[src/rtl/bus_host_arbiter_if.sv]
// Host-side and device-side request/response bundle for bus_host_arbiter.
// The slave modport is the arbiter's view; master is the environment driving hosts and device.
interface bus_host_arbiter_if #(
   parameter int NrHosts      = 2,
   parameter int DataWidth    = 32,
   parameter int AddressWidth = 32
);
   logic [NrHosts-1:0]                    host_req_i;
   logic [NrHosts-1:0]                    host_gnt_o;
   logic [NrHosts-1:0][AddressWidth-1:0]  host_addr_i;
   logic [NrHosts-1:0]                    host_we_i;
   logic [NrHosts-1:0][DataWidth/8-1:0]   host_be_i;
   logic [NrHosts-1:0][DataWidth-1:0]     host_wdata_i;
   logic [NrHosts-1:0]                    host_rvalid_o;
   logic [NrHosts-1:0][DataWidth-1:0]     host_rdata_o;
   logic [NrHosts-1:0]                    host_err_o;

   logic                                  dev_req_o;
   logic                                  dev_gnt_i;
   logic [AddressWidth-1:0]               dev_addr_o;
   logic                                  dev_we_o;
   logic [DataWidth/8-1:0]                dev_be_o;
   logic [DataWidth-1:0]                  dev_wdata_o;
   logic                                  dev_rvalid_i;
   logic [DataWidth-1:0]                  dev_rdata_i;
   logic                                  dev_err_i;

   modport slave (
      input  host_req_i, host_addr_i, host_we_i, host_be_i, host_wdata_i,
      output host_gnt_o, host_rvalid_o, host_rdata_o, host_err_o,
      output dev_req_o, dev_addr_o, dev_we_o, dev_be_o, dev_wdata_o,
      input  dev_gnt_i, dev_rvalid_i, dev_rdata_i, dev_err_i
   );

   modport master (
      output host_req_i, host_addr_i, host_we_i, host_be_i, host_wdata_i,
      input  host_gnt_o, host_rvalid_o, host_rdata_o, host_err_o,
      input  dev_req_o, dev_addr_o, dev_we_o, dev_be_o, dev_wdata_o,
      output dev_gnt_i, dev_rvalid_i, dev_rdata_i, dev_err_i
   );
endinterface

[src/rtl/bus_host_arbiter.sv]
// Round-robin arbiter sharing one device port among NrHosts hosts, with an owner FIFO routing
// in-order responses back to the issuer. Define BUS_ARB_STATS_EN for per-host grant/wait counters.
module bus_host_arbiter #(
   parameter int NrHosts        = 2,
   parameter int DataWidth      = 32,
   parameter int AddressWidth   = 32,
   parameter int MaxOutstanding = 2
) (
   input  logic                  clk_i,
   input  logic                  rst_i,
   bus_host_arbiter_if.slave     bus,
   output logic                  proto_err_o
`ifdef BUS_ARB_STATS_EN
   ,
   output logic [NrHosts-1:0][15:0] grant_cnt_o,
   output logic [NrHosts-1:0][15:0] wait_cnt_o
`endif
);

   localparam int IdW  = (NrHosts > 1) ? $clog2(NrHosts) : 1;
   localparam int PtrW = (MaxOutstanding > 1) ? $clog2(MaxOutstanding) : 1;
   localparam int CntW = $clog2(MaxOutstanding + 1);

   typedef enum logic {
      LockIdle,
      LockHeld
   } lock_state_e;

   lock_state_e      lockState_q, lockState_d;
   logic [IdW-1:0]   lockId_q, lockId_d;
   logic [IdW-1:0]   rrPtr_q, rrPtr_d;
   logic [IdW-1:0]   sel;
   logic             found;
   int               idx;
   logic [IdW-1:0]   idxSel;

   logic [IdW-1:0]   owner_q [MaxOutstanding];
   logic [PtrW-1:0]  wrPtr_q, rdPtr_q;
   logic [CntW-1:0]  count_q;
   logic             protoErr_q;

   logic             anyReq, fifoFull, fifoEmpty, devReq, accept, pop;
   logic [IdW-1:0]   headId;
   logic [NrHosts-1:0] hostGnt;

   function automatic logic [PtrW-1:0] incPtr(input logic [PtrW-1:0] p);
      return (int'(p) == MaxOutstanding - 1) ? '0 : p + 1'b1;
   endfunction

   // A pending unaccepted request keeps its host; otherwise scan from the pointer.
   always_comb begin
      sel    = rrPtr_q;
      found  = 1'b0;
      idx    = 0;
      idxSel = '0;
      if (lockState_q == LockHeld && bus.host_req_i[lockId_q]) begin
         sel   = lockId_q;
         found = 1'b1;
      end
      for (int k = 0; k < NrHosts; k++) begin
         idx = int'(rrPtr_q) + k;
         if (idx >= NrHosts) idx = idx - NrHosts;
         idxSel = IdW'(idx);
         if (!found && bus.host_req_i[idxSel]) begin
            sel   = idxSel;
            found = 1'b1;
         end
      end
   end

   assign anyReq    = |bus.host_req_i;
   assign fifoFull  = (count_q == CntW'(MaxOutstanding));
   assign fifoEmpty = (count_q == '0);
   assign devReq    = !rst_i && anyReq && !fifoFull;
   assign accept    = devReq && bus.dev_gnt_i;
   assign pop       = !rst_i && bus.dev_rvalid_i && !fifoEmpty;
   assign headId    = owner_q[rdPtr_q];

   assign bus.dev_req_o   = devReq;
   assign bus.dev_addr_o  = rst_i ? '0 : bus.host_addr_i[sel];
   assign bus.dev_we_o    = rst_i ? 1'b0 : bus.host_we_i[sel];
   assign bus.dev_be_o    = rst_i ? '0 : bus.host_be_i[sel];
   assign bus.dev_wdata_o = rst_i ? '0 : bus.host_wdata_i[sel];
   assign proto_err_o     = protoErr_q && !rst_i;

   always_comb begin
      hostGnt           = '0;
      bus.host_rvalid_o = '0;
      bus.host_err_o    = '0;
      if (accept) hostGnt[sel] = 1'b1;
      if (pop) begin
         bus.host_rvalid_o[headId] = 1'b1;
         bus.host_err_o[headId]    = bus.dev_err_i;
      end
   end

   assign bus.host_gnt_o = hostGnt;

   always_comb begin
      for (int i = 0; i < NrHosts; i++) begin
         bus.host_rdata_o[i] = rst_i ? '0 : bus.dev_rdata_i;
      end
   end

   // Lock holds the selection while the device stalls a presented request.
   always_comb begin
      lockState_d = LockIdle;
      lockId_d    = lockId_q;
      rrPtr_d     = rrPtr_q;
      if (devReq && !bus.dev_gnt_i) begin
         lockState_d = LockHeld;
         lockId_d    = sel;
      end
      if (accept) begin
         rrPtr_d = (int'(sel) == NrHosts - 1) ? '0 : sel + 1'b1;
      end
   end

   always_ff @(posedge clk_i) begin
      if (rst_i) begin
         lockState_q <= LockIdle;
         lockId_q    <= '0;
         rrPtr_q     <= '0;
      end else begin
         lockState_q <= lockState_d;
         lockId_q    <= lockId_d;
         rrPtr_q     <= rrPtr_d;
      end
   end

   always_ff @(posedge clk_i) begin
      if (rst_i) begin
         for (int i = 0; i < MaxOutstanding; i++) owner_q[i] <= '0;
         wrPtr_q    <= '0;
         rdPtr_q    <= '0;
         count_q    <= '0;
         protoErr_q <= 1'b0;
      end else begin
         if (accept) begin
            owner_q[wrPtr_q] <= sel;
            wrPtr_q          <= incPtr(wrPtr_q);
         end
         if (pop) rdPtr_q <= incPtr(rdPtr_q);
         case ({accept, pop})
            2'b10:   count_q <= count_q + 1'b1;
            2'b01:   count_q <= count_q - 1'b1;
            default: count_q <= count_q;
         endcase
         if (bus.dev_rvalid_i && fifoEmpty) protoErr_q <= 1'b1;
      end
   end

`ifdef BUS_ARB_STATS_EN
   logic [NrHosts-1:0][15:0] grantCnt_q, waitCnt_q;

   always_ff @(posedge clk_i) begin
      if (rst_i) begin
         grantCnt_q <= '0;
         waitCnt_q  <= '0;
      end else begin
         for (int i = 0; i < NrHosts; i++) begin
            if (hostGnt[i] && grantCnt_q[i] != 16'hFFFF)
               grantCnt_q[i] <= grantCnt_q[i] + 16'd1;
            if (bus.host_req_i[i] && !hostGnt[i] && waitCnt_q[i] != 16'hFFFF)
               waitCnt_q[i] <= waitCnt_q[i] + 16'd1;
         end
      end
   end

   assign grant_cnt_o = grantCnt_q;
   assign wait_cnt_o  = waitCnt_q;
`endif

endmodule

[src/flat_wrapper.sv]
// flat-port wrapper written by rule: the top's interface ports become plain ports
module bus_host_arbiter_flat 
#(
   parameter int NrHosts        = 2,
   parameter int DataWidth      = 32,
   parameter int AddressWidth   = 32,
   parameter int MaxOutstanding = 2
)
  (clk_i, rst_i, proto_err_o, bus_host_req_i, bus_host_addr_i, bus_host_we_i, bus_host_be_i, bus_host_wdata_i, bus_host_gnt_o, bus_host_rvalid_o, bus_host_rdata_o, bus_host_err_o, bus_dev_req_o, bus_dev_addr_o, bus_dev_we_o, bus_dev_be_o, bus_dev_wdata_o, bus_dev_gnt_i, bus_dev_rvalid_i, bus_dev_rdata_i, bus_dev_err_i);
  bus_host_arbiter_if #(.NrHosts(NrHosts), .DataWidth(DataWidth), .AddressWidth(AddressWidth)) bus_i ();
  input  logic clk_i;
  input  logic rst_i;
  output logic proto_err_o;
  input wire logic [$bits(bus_i.host_req_i)-1:0] bus_host_req_i;
  input wire logic [$bits(bus_i.host_addr_i)-1:0] bus_host_addr_i;
  input wire logic [$bits(bus_i.host_we_i)-1:0] bus_host_we_i;
  input wire logic [$bits(bus_i.host_be_i)-1:0] bus_host_be_i;
  input wire logic [$bits(bus_i.host_wdata_i)-1:0] bus_host_wdata_i;
  output wire logic [$bits(bus_i.host_gnt_o)-1:0] bus_host_gnt_o;
  output wire logic [$bits(bus_i.host_rvalid_o)-1:0] bus_host_rvalid_o;
  output wire logic [$bits(bus_i.host_rdata_o)-1:0] bus_host_rdata_o;
  output wire logic [$bits(bus_i.host_err_o)-1:0] bus_host_err_o;
  output wire logic [$bits(bus_i.dev_req_o)-1:0] bus_dev_req_o;
  output wire logic [$bits(bus_i.dev_addr_o)-1:0] bus_dev_addr_o;
  output wire logic [$bits(bus_i.dev_we_o)-1:0] bus_dev_we_o;
  output wire logic [$bits(bus_i.dev_be_o)-1:0] bus_dev_be_o;
  output wire logic [$bits(bus_i.dev_wdata_o)-1:0] bus_dev_wdata_o;
  input wire logic [$bits(bus_i.dev_gnt_i)-1:0] bus_dev_gnt_i;
  input wire logic [$bits(bus_i.dev_rvalid_i)-1:0] bus_dev_rvalid_i;
  input wire logic [$bits(bus_i.dev_rdata_i)-1:0] bus_dev_rdata_i;
  input wire logic [$bits(bus_i.dev_err_i)-1:0] bus_dev_err_i;
  assign bus_i.host_req_i = bus_host_req_i;
  assign bus_i.host_addr_i = bus_host_addr_i;
  assign bus_i.host_we_i = bus_host_we_i;
  assign bus_i.host_be_i = bus_host_be_i;
  assign bus_i.host_wdata_i = bus_host_wdata_i;
  assign bus_host_gnt_o = bus_i.host_gnt_o;
  assign bus_host_rvalid_o = bus_i.host_rvalid_o;
  assign bus_host_rdata_o = bus_i.host_rdata_o;
  assign bus_host_err_o = bus_i.host_err_o;
  assign bus_dev_req_o = bus_i.dev_req_o;
  assign bus_dev_addr_o = bus_i.dev_addr_o;
  assign bus_dev_we_o = bus_i.dev_we_o;
  assign bus_dev_be_o = bus_i.dev_be_o;
  assign bus_dev_wdata_o = bus_i.dev_wdata_o;
  assign bus_i.dev_gnt_i = bus_dev_gnt_i;
  assign bus_i.dev_rvalid_i = bus_dev_rvalid_i;
  assign bus_i.dev_rdata_i = bus_dev_rdata_i;
  assign bus_i.dev_err_i = bus_dev_err_i;
  bus_host_arbiter #(.NrHosts(NrHosts), .DataWidth(DataWidth), .AddressWidth(AddressWidth), .MaxOutstanding(MaxOutstanding)) u_core (.clk_i(clk_i), .rst_i(rst_i), .bus(bus_i), .proto_err_o(proto_err_o));
endmodule
[config.mk]
export PLATFORM = sky130hd
export DESIGN_NAME = bus_host_arbiter_flat
export DESIGN_NICKNAME = d
export VERILOG_FILES = /design/src/rtl/bus_host_arbiter_if.sv /design/src/rtl/bus_host_arbiter.sv /design/src/flat_wrapper.sv
export SDC_FILE = /design/constraint.sdc
export NUM_CORES = 1
export LEC_CHECK = 0
export ABC_AREA = 1
export BUFFER_PORTS_ARGS = -buffer_cell sky130_fd_sc_hd__clkbuf_2
export CAP_MARGIN = 20
export CORE_AREA = 2 2 124 126
export CTS_CLUSTER_SIZE = 28
export DETAILED_ROUTE_END_ITERATION = 8
export DIE_AREA = 0 0 126 128
export GPL_TIMING_DRIVEN = 0
export PLACE_DENSITY = 0.49
export REMOVE_ABC_BUFFERS = 1
export SYNTH_ARGS = -nofsm -noshare
export SYNTH_HDL_FRONTEND = slang
export SYNTH_SLANG_ARGS = --single-unit
[constraint.sdc]
create_clock -name clk_i -period 1.3 [get_ports clk_i]
set_input_delay 0.195 -clock clk_i [delete_from_list [all_inputs] [get_ports clk_i]]
set_output_delay 0.195 -clock clk_i [all_outputs]
set_load 0.01 [all_outputs]
; ---- Yosys cells after proc, flatten, opt, wreduce, memory -nomap -nowiden
; Memories as Yosys holds them, arrays and structs flattened. A register that Yosys moved wholly into a read port is not among the register bits.
; Cells that the tools add are included.
[totals]
elab_cells = 100
output_inout_bits = 141
input_bits = 177
register_bits = 8
memories = 1
mem_bits_rw = 2
[mem_list]
columns = memory, words, width, read_ports, rd_clocked_by_memory_dff, wr, line
row1 = u_core.owner_q, 2, 1, 1, 1, 2, bus_host_arbiter.sv:37  ; logic [IdW-1:0] owner_q [MaxOutstanding];
[op_classes]
n_eq_ne = 3
n_addsub = 8
n_reduce_logical = 23
n_mux = 48
bitwise_logic = 1
n_lt_le_gt_ge = 9
[ops]
columns = cell, count
row1 = two-way mux 32 bit, 7
row2 = two-way mux 1 bit, 32
row3 = logical AND 1 bit, 13
row4 = two-way mux 4 bit, 3
row5 = "less-than comparator 1 x 2 -> 1 bit, second input constant", 5
row6 = zero test 1 bit, 6
row7 = two-way mux 2 bit, 3
row8 = "== test 2 bit, second input constant", 2
row9 = case mux 2 bit (2 select lines), 1
row10 = "adder 1 bit, second input constant", 3
row11 = "adder 1 x 1 -> 2 bit, second input constant", 1
row12 = "adder 2 x 1 -> 2 bit, second input constant", 1
row13 = bitwise AND 2 bit, 1
row14 = demux 1 bit (select 1 bit), 2
row15 = "== test 2 x 1 -> 1 bit, second input constant", 1
row16 = ">= comparator 1 bit, second input constant", 2
row17 = ">= comparator 1 x 2 -> 1 bit, second input constant", 1
row18 = ">= comparator 2 bit, second input constant", 1
row19 = zero test 2 bit, 1
row20 = nonzero test 2 bit, 1
row21 = OR reduction 2 bit, 1
row22 = "subtractor 1 bit, second input constant", 2
row23 = "subtractor 2 x 1 -> 2 bit, second input constant", 1
row24 = OR reduction 1 bit, 1

; ---- Depth between registers and ports, before layout
; Gate-level depths: netlist of the first run.
[logic_depth]
word_depth = 15
ltp_mapped = 10
ltp_nobuf = 10

; ---- Least setup slack after synthesis of the first run
; No wires, ideal clock.
[synth_path]
kind = reg-to-reg
from = register u_core.count_q[0]
to = register u_core.count_q[1]
required_time_ps = 1230
stages_incl_launch_ff = 9
setup_ps = 70
arrival_ps = 1382
n_path_buf = 0
period_less_slack_ps = 1451
setup_slack_ps = -151
cell_sequence = dfxtp_1 > o21ai_1 > inv_1 > ha_1 > inv_1 > nand2_1 > nor2_1 > o21ai_0 > a21oi_1
[synth_between]
elab_cells_between_ends = 13
classes_between = 2 x add/sub / 3 x eq/ne / 1 x mux / 7 x reduce/logical
[synth_rtl]
columns = element, line
row1 = start: declaration, bus_host_arbiter.sv:39  ; logic [CntW-1:0] count_q;
row2 = start signal: assignment, bus_host_arbiter.sv:145  ; 2'b10: count_q <= count_q + 1'b1;
row3 = start signal: assignment, bus_host_arbiter.sv:146  ; 2'b01: count_q <= count_q - 1'b1;
row4 = start signal: assignment, bus_host_arbiter.sv:147  ; default: count_q <= count_q;
row5 = zero test 2 bit (*), bus_host_arbiter.sv:73  ; assign fifoEmpty = (count_q == '0);
row6 = zero test 1 bit (*), bus_host_arbiter.sv:76  ; assign pop = !rst_i && bus.dev_rvalid_i && !fifoEmpty;
row7 = logical AND 1 bit (*), bus_host_arbiter.sv:76
row8 = via u_core.pop, bus_host_arbiter.sv:42  ; logic anyReq, fifoFull, fifoEmpty, devReq, accept, pop;
row9 = == test 2 x 1 -> 1 bit or == test 2 bit (tied branches), bus_host_arbiter.sv:144  ; case ({accept, pop})
row10 = case mux 2 bit (2 select lines) or nonzero test 2 bit (tied branches), -
; The timed path passes the listed nets; every way through them passes the cells marked *.
; A chain may end at the register's enable or synchronous reset.

; ---- Worst setup path after layout of the first run
[layout_path]
from = register u_core.rrPtr_q
to = output port bus_dev_addr_o[25]
[layout_between]
elab_chain_len = 12
elab_cells_between_ends = 21
classes_between = 3 x add/sub / 2 x order compare / 13 x mux / 3 x reduce/logical
[layout_rtl]
columns = element, line
row1 = start: declaration, bus_host_arbiter.sv:31  ; logic [IdW-1:0] rrPtr_q, rrPtr_d;
row2 = start signal: assignment, bus_host_arbiter.sv:127  ; rrPtr_q <= rrPtr_d;
row3 = >= comparator 1 x 2 -> 1 bit or subtractor 1 bit (tied branches), bus_host_arbiter.sv:62  ; if (idx >= NrHosts) idx = idx - NrHosts;
row4 = two-way mux 1 bit, bus_host_arbiter.sv:62
row5 = two-way mux 1 bit (implied by the code) (2 in series), bus_host_arbiter.sv:64  ; if (!found && bus.host_req_i[idxSel]) begin
row6 = logical AND 1 bit, bus_host_arbiter.sv:64
row7 = two-way mux 1 bit, bus_host_arbiter.sv:64
row8 = zero test 1 bit, bus_host_arbiter.sv:64
row9 = logical AND 1 bit, bus_host_arbiter.sv:64
row10 = two-way mux 1 bit (*), bus_host_arbiter.sv:64
row11 = two-way mux 32 bit (implied by the code) (*) (2 in series), bus_host_arbiter.sv:80  ; assign bus.dev_addr_o = rst_i ? '0 : bus.host_addr_i[sel];
row12 = two-way mux 32 bit (*), bus_host_arbiter.sv:80
row13 = end: declaration, flat_wrapper.sv:24  ; output wire logic [$bits(bus_i.dev_addr_o)-1:0] bus_dev_addr_o;
; Every way passes the cells marked *; elsewhere a longest branch is shown, timed or not. The select of a mux whose other input is x is not followed.

==> key figures, run 1 <==
CTS
  – Clk slew on worst S/H paths: 40 ps
  – Num CTS Buffers: 3
  – TritonCTS clock tree: yes
  – Clock Latency Late Sink: 240 ps
  – Cts hold-fix bufs: 0
  – Clock Tree Buf Depth: 2
  – CTS sink count: 11
  – Root Driver: clkbuf_16
  – Htree depth: 1

Global route
  – Initial antenna violation count: 0
  – Vias in the first global route: 3488
  – First-pass GRT wire length: 19.57 mm
  – Largest net degree at the start of global routing: 52
  – Global route overflow: 0
  – Tot GR Track Use: 0.1503

Power
  – Power per standard cell area: 555.9 mW/mm^2
  – Leakage power: 3.069 nW
  – Worst vdd ir: 0.0007780 V

Hold path
  – Hold WC Path Type: input port to flip-flop

Worst setup path
  – R2R Path Start: u_core.count_q[0]$_SDFFE_PP0P_
  – Crit path from: u_core.rrPtr_q$_SDFFE_PP0N_
  – Internal reg-to-reg setup slack: -110 ps
  – Reg2reg end: u_core.count_q[1]$_SDFFE_PP0P_
  – Crit start category: flip-flop
  – Setup crit end kind: output pin
  – Setup CP Type: flip-flop to output pin
  – Crit path capture: bus_dev_addr_o[25]
  – Crit Path Max Fanout: 7
  – Required @ worst endpoint: 1110 ps
  – Worst EP arrival: 1580 ps
  – FF-to-FF path depth: 9

Cells and area
  – Finished Cell Area: 0.005251 mm^2
  – Fill count: 1648
  – Ant. Diodes: 0
  – Final nets: 977
  – Layout area overhead: 98.35%
  – Share of cells above drive strength 1: 0.5276

Synthesis
  – Most frequent cell after synthesis: nor2_1
  – Netlist cell types: 19
  – Synth top cells by count: 121 x nor2_1, 88 x nand2_1, 71 x a21oi_1
  – Synth area leaders: nand3b_1 20%, nor2_1 17%, a21oi_1 13%
  – Synth async-reset ratio: 0
  – Synth Flop Type: dfxtp_1
  – Synth Register Bits: 11
  – Post-synth EDFFs: 2
  – Yosys warns: 0
  – Seq/Total Area, Yosys: 0.09074
  – Post-synth top area share: 0.1957
  – Cell taking the most area after synthesis: nand3b_1
  – Average size of a mapped cell: 5.274 um^2
  – Synthesized area: 0.002648 mm^2
  – Post-Synthesis Cells: 502

STA
  – Crit share post-route: 1.367
  – Final Max Slew Viols: 0
  – PnR worst setup slack: -477.6 ps
  – Max Clock Skew: 0.9324 ps
  – Final hold vios: 0
  – Fin Setup TNS: -29150 ps
  – Worst-margin pin slew: 304.2 ps
  – Fin crit period: 1778 ps
  – Min Hold Slack: 303.6 ps
  – Max Freq: 562.5 MHz
  – Slew margin rel.: 0.7972
  – Setup violators final: 80
  – RSZ-0062 raised after global routing: true

Outcome
  – Failing checks: negative setup slack
  – Status: complete, but fails checks

Floorplanning
  – Row count: 45
  – Die Span Y: 128 um
  – I/O Pins: 318
  – Initial core utilization: 0.1781
  – Die X: 126 um
  – Core Area: 0.01486 mm^2
  – Full die area: 0.01613 mm^2

Place
  – Final Wtd Congestion: 0.7749
  – HPWL Detailed: 8.393 mm
  – Cell Area, Placed: 0.004091 mm^2
  – Port buffer count: 317

Drt
  – Vias: 4244
  – DR pass1 iterations: 4
  – Vias per cell: 4.304
  – Detail Route Antenna Nets: 0
  – DR WL/cell: 15.62 um
  – DRC Markers: 0
  – Drt total wl: 15.40 mm
  – 1st-iter DRT viols: 214

Run
  – Max-capacitance violation count: 0
==> worst min-delay path by stage <==
stage | slack [ps] | endpoint | start | cells past startpoint
after global routing | 330 | u_core.protoErr_q$_SDFFE_PP0P_ | bus_dev_rvalid_i | 5
final | 300 | u_core.protoErr_q$_SDFFE_PP0P_ | bus_dev_rvalid_i | 5
after global placement | 480 | u_core.protoErr_q$_SDFFE_PP0P_ | u_core.protoErr_q$_SDFFE_PP0P_ | 2
after detailed placement | 480 | u_core.count_q[1]$_SDFFE_PP0P_ | u_core.count_q[1]$_SDFFE_PP0P_ | 1
after floorplan | 300 | u_core.protoErr_q$_SDFFE_PP0P_ | rst_i | 1
after CTS | 310 | u_core.protoErr_q$_SDFFE_PP0P_ | bus_dev_rvalid_i | 5
==> cell type report <==
| type | instances | area, um^2 | area share |
|---|---|---|---|
| tap | 188 | 235.2 | 0.04479 |
| timing repair buffer | 357 | 2354 | 0.4482 |
| inverter | 53 | 209.0 | 0.03979 |
| multi-input combinational | 373 | 2123 | 0.4043 |
| clock buffer | 4 | 78.83 | 0.01501 |
| sequential | 11 | 251.5 | 0.04789 |
==> worst max-delay path: stages (launching register included) <==
cell and delay (ps):
dfxtp_4 530, nand2_8 170, buf_16 190, nand3b_1 80, nand2_1 60, nor2_2 150, buf_2 150
==> stage by stage <==
stage	std cells	total power [W]	setup WS [ps]	utilization
after detailed placement	936	0.001835	-885.1	0.2753
after global placement	933	0.001838	-3514	0.2694
after global routing	986	0.003125	-539.1	0.3533
final	986	0.002919	-477.6	0.3533
after floorplan	428	0.001140	-1986	-
after CTS	973	0.002763	-450.6	0.3298
==> report_power, final <==
part | total, W | internal [W] | leakage, nW | switching [W]
Sequential | 0.000412 | 0.000375 | 0.0974 | 0.0000374
Combinational | 0.00194 | 0.000919 | 2.93 | 0.00102
Clock | 0.000563 | 0.000412 | 0.0382 | 0.000151
Total | 0.00292 | 0.00171 | 3.07 | 0.00121
==> placed cells by master, fill, tap and decap left out, types with 2 or more instances in the layout <==
master,instances
o21ai_0,2
nand2_1,78
nor2_4,3
inv_1,46
nand3b_1,69
nor2_2,13
nand3_1,2
nand2_4,10
o21ai_1,3
o21ai_4,2
nor2_1,105
nand2_2,2
clkbuf_2,284
nor3_2,2
buf_2,28
dfxtp_2,3
edfxtp_1,2
nand2_8,8
dfxtp_4,2
buf_6,10
dfxtp_1,4
a21oi_2,7
clkbuf_16,11
inv_2,5
buf_16,10
a21oi_1,64
buf_12,5
buf_4,10
==> cell families (layout without fill, tap and decap cells) <==
family                   after synthesis  count (layout)  synth area share
buffers and inverters                127             414            0.2509
adder cells (fa/ha/maj)                1               1          0.004725
AND/OR/NAND/NOR                      285             294            0.5061
flip-flops                            11              11           0.09074
AO/OA/AOI/OAI                         78              78            0.1474
==> timing repair <==
| action | CTS | global route |
|---|---|---|
| resized for setup | 74 | 63 |
| setup buffers | 20 | 2 |
| setup endpoints to repair | 99 | 83 |
| pin swaps | 15 | 24 |
| cloned | 13 | 13 |
==> state kept, by name (all words and copies together) (netlist names), named ones only <==
name,count
u_core.owner_q,2
u_core.lockState_q,1
u_core.rrPtr_q,1
u_core.rdPtr_q,1
u_core.protoErr_q,1
u_core.wrPtr_q,1
u_core.lockId_q,1
u_core.count_q,2
==> layer usage <==
| layer | GRT usage | share of wire | vias up |
|---|---|---|---|
| li1 | - | - | 2169 |
| met1 | 0.1979 | 0.43 | 1880 |
| met5 | 0 | 0 | - |
| met2 | 0.2713 | 0.50 | 180 |
| met4 | 0.009050 | 0.012 | 0 |
| met3 | 0.02337 | 0.065 | 15 |
No activity file was read; power rests on OpenSTA's default activity.
==> run 2: changes to the inputs <==
--- a/config.mk
+++ b/config.mk
@@ -13,7 +13,7 @@
 export DETAILED_ROUTE_END_ITERATION = 8
 export DIE_AREA = 0 0 126 128
 export GPL_TIMING_DRIVEN = 0
-export PLACE_DENSITY = 0.49
+export PLACE_DENSITY = 0.47
 export REMOVE_ABC_BUFFERS = 1
 export SYNTH_ARGS = -nofsm -noshare
 export SYNTH_HDL_FRONTEND = slang
==> run 2 against run 1 <==
  * The flow still finishes with violations (negative setup slack)
  * Non-clock buffer count down 2
  * Die area unchanged
  * First-iteration DRC count up 6.5%
  * Combinational power grew 2%
  * Setup slack gained 35 ps
  * Largest cell class unchanged
  * Largest power group unchanged
==> key figures, run 2 (same netlist as run 1, synthesis figures left out) <==
Power
  – Leakage power: 3.069 nW (about the same)
  – Power per standard cell area: 558.1 mW/mm^2 (+0.40%)
  – Worst vdd ir: 0.0004822 V (-38%)

STA
  – Max Clock Skew: 1.228 ps (+0.2954 ps)
  – Fin crit period: 1743 ps (-35.04 ps)
  – Final hold vios: 0 (unchanged)
  – PnR worst setup slack: -442.6 ps (+35.04 ps)
  – Setup violators final: 79 (-1.3%)
  – Worst-margin pin slew: 273.1 ps (-31.08 ps)
  – Slew margin rel.: 0.8172 (+0.02005)
  – RSZ-0062 raised after global routing: true
  – Max Freq: 573.9 MHz (+2.0%)
  – Final Max Slew Viols: 0 (unchanged)
  – Crit share post-route: 1.340 (-0.02695)

Hold path
  – Hold path depth: 5 (unchanged)
  – Hold WC Path Type: input port to flip-flop

CTS
  – Root Driver: clkbuf_16
  – Clock Tree Buf Depth: 2 (unchanged)
  – Clock Latency Late Sink: 240 ps (about the same)
  – Cts hold-fix bufs: 0 (unchanged)
  – Htree depth: 1 (unchanged)
  – Num CTS Buffers: 3 (unchanged)
  – TritonCTS clock tree: yes
  – CTS sink count: 11 (unchanged)
  – Clk slew on worst S/H paths: 40 ps (about the same)

Worst setup path
  – Internal reg-to-reg setup slack: -150 ps (-40 ps)
  – Crit start category: flip-flop
  – Setup CP Type: flip-flop to output pin
  – Max incr delay on CP: 330 ps (-200 ps)
  – Setup crit end kind: output pin
  – R2R Path Start: u_core.lockState_q$_SDFF_PP0_
  – Most common cell on crit path: nand2_8
  – Crit Path Max Fanout: 9 (+2)
  – Crit path from: u_core.lockId_q$_SDFFE_PP0P_
  – Required @ worst endpoint: 1110 ps (about the same)
  – Crit-path slowest cell: dfxtp_1
  – Reg2reg end: u_core.owner_q[1]$_SDFFCE_PN0P_
  – FF-to-FF path depth: 10 (+1)
  – Worst EP arrival: 1550 ps (-30 ps)
  – Worst path cell trace: nand2_2 > nand2_8 > nand2_8 > clkbuf_16 > a21oi_1 > nor2_2 > buf_2
  – Crit path capture: bus_dev_wdata_o[2]

Drt
  – DR pass1 iterations: 5 (+1)
  – DRC Markers: 0 (unchanged)
  – Drt total wl: 15.71 mm (+2.0%)
  – Vias: 4251 (+0.16%)
  – DR WL/cell: 16.00 um (+2.4%)
  – Vias per cell: 4.329 (+0.57%)
  – Detail Route Antenna Nets: 0 (unchanged)
  – 1st-iter DRT viols: 228 (+6.5%)

Place
  – Port buffer count: 317 (unchanged)
  – HPWL Detailed: 8.507 mm (+1.4%)
  – Placed Instances: 936 (unchanged)
  – Final Wtd Congestion: 0.7588 (-2.1%)
  – Cell Area, Placed: 0.004091 mm^2 (unchanged)

Global route
  – Initial antenna violation count: 0 (unchanged)
  – Largest net degree at the start of global routing: 49 (-5.8%)
  – Vias in the first global route: 3584 (+2.8%)
  – Global route overflow: 0 (unchanged)
  – Tot GR Track Use: 0.1509 (+0.0006014)
  – First-pass GRT wire length: 19.89 mm (+1.7%)

Floorplanning
  – I/O Pins: 318 (unchanged)
  – Core Area: 0.01486 mm^2 (unchanged)
  – Full die area: 0.01613 mm^2 (unchanged)
  – Die X: 126 um (unchanged)
  – Row count: 45 (unchanged)
  – Die Span Y: 128 um (unchanged)
  – Initial core utilization: 0.1781 (unchanged)

Cells and area
  – Layout area overhead: 100.3%
  – Top Registers: u_core.count_q x2, u_core.owner_q x2
  – Final Non-Filler Cells: 982 (-0.41%)
  – Final nets: 973 (-0.41%)
  – Finished Cell Area: 0.005303 mm^2 (+0.98%)
  – Ant. Diodes: 0 (unchanged)
  – Commonest cells after routing, fill and taps aside: 289 x clkbuf_2, 105 x nor2_1, 79 x nand2_1
  – Share of cells above drive strength 1: 0.5214 (-0.006158)
  – Commonest non-fill, non-tap cell in the layout: clkbuf_2

Outcome
  – Failing checks: negative setup slack
  – Status: complete, but fails checks

Run
  – Max-capacitance violation count: 0 (unchanged)
run 2: routing by layer:
layer,global-route usage,up-vias,part of all wire,wire [um]
met5,0,-,0,0
met4,0.01293,0,0.0020,31
met3,0.01753,4,0.057,901
met2,0.2581,166,0.49,7623
met1,0.2123,1917,0.46,7157
li1,-,2164,-,-
run 2: how the worst min path moves through the flow:
stage	from	end	slack (ps)
5_1_grt	bus_dev_rvalid_i	u_core.protoErr_q$_SDFFE_PP0P_	310
3_5_place_dp	u_core.protoErr_q$_SDFFE_PP0P_	u_core.protoErr_q$_SDFFE_PP0P_	470
2_1_floorplan	rst_i	u_core.protoErr_q$_SDFFE_PP0P_	300
6_report	bus_dev_rvalid_i	u_core.protoErr_q$_SDFFE_PP0P_	300
4_1_cts	bus_dev_rvalid_i	u_core.protoErr_q$_SDFFE_PP0P_	320
3_3_place_gp	u_core.protoErr_q$_SDFFE_PP0P_	u_core.protoErr_q$_SDFFE_PP0P_	470
run 2: area by class of cell:
| cell class | instances | area (um^2) |
|---|---|---|
| Clock buffer | 4 | 78.83 |
| Fill cell | 1623 | 9562 |
| Inverter | 53 | 211.5 |
| Multi-Input combinational cell | 371 | 2146 |
| Sequential cell | 11 | 250.2 |
| Tap cell | 188 | 235.2 |
| Timing Repair Buffer | 355 | 2381 |
run 2: what timing repair did:
action | in CTS | in global routing
gates cloned | 11 | 16
setup endpoints to repair | 95 | 83
resized for setup | 69 | 72
buffers inserted | 12 | 3
pin swaps | 12 | 17
run 2: power breakdown:
group,total [W],switching (W),leakage (nW),internal [W]
sequential,0.000410,0.0000352,0.0970,0.000375
clock,0.000570,0.000158,0.0382,0.000413
combinational,0.00198,0.00104,2.93,0.000936
run 2: per-stage QoR:
step	worst slack (ps)	TNS [ps]	hold WS, ps	power, W	utilization
2_1_floorplan	-1986	-144050	295.4	0.001140	-
3_3_place_gp	-3519	-255990	470.9	0.001841	0.2694
3_5_place_dp	-894.2	-59860	473.5	0.001836	0.2753
4_1_cts	-438.4	-28470	316.5	0.002718	0.3202
5_1_grt	-510.7	-33720	313.4	0.003163	0.3567
6_report	-442.6	-27460	300.8	0.002960	0.3567
run 2: worst max-delay path, delay by kind of cell, from the launching register on:
kind            cells  cell delay, ps
simple gates        4             430
compound gates      1             190
flops               1             330
buf+inv             2             340
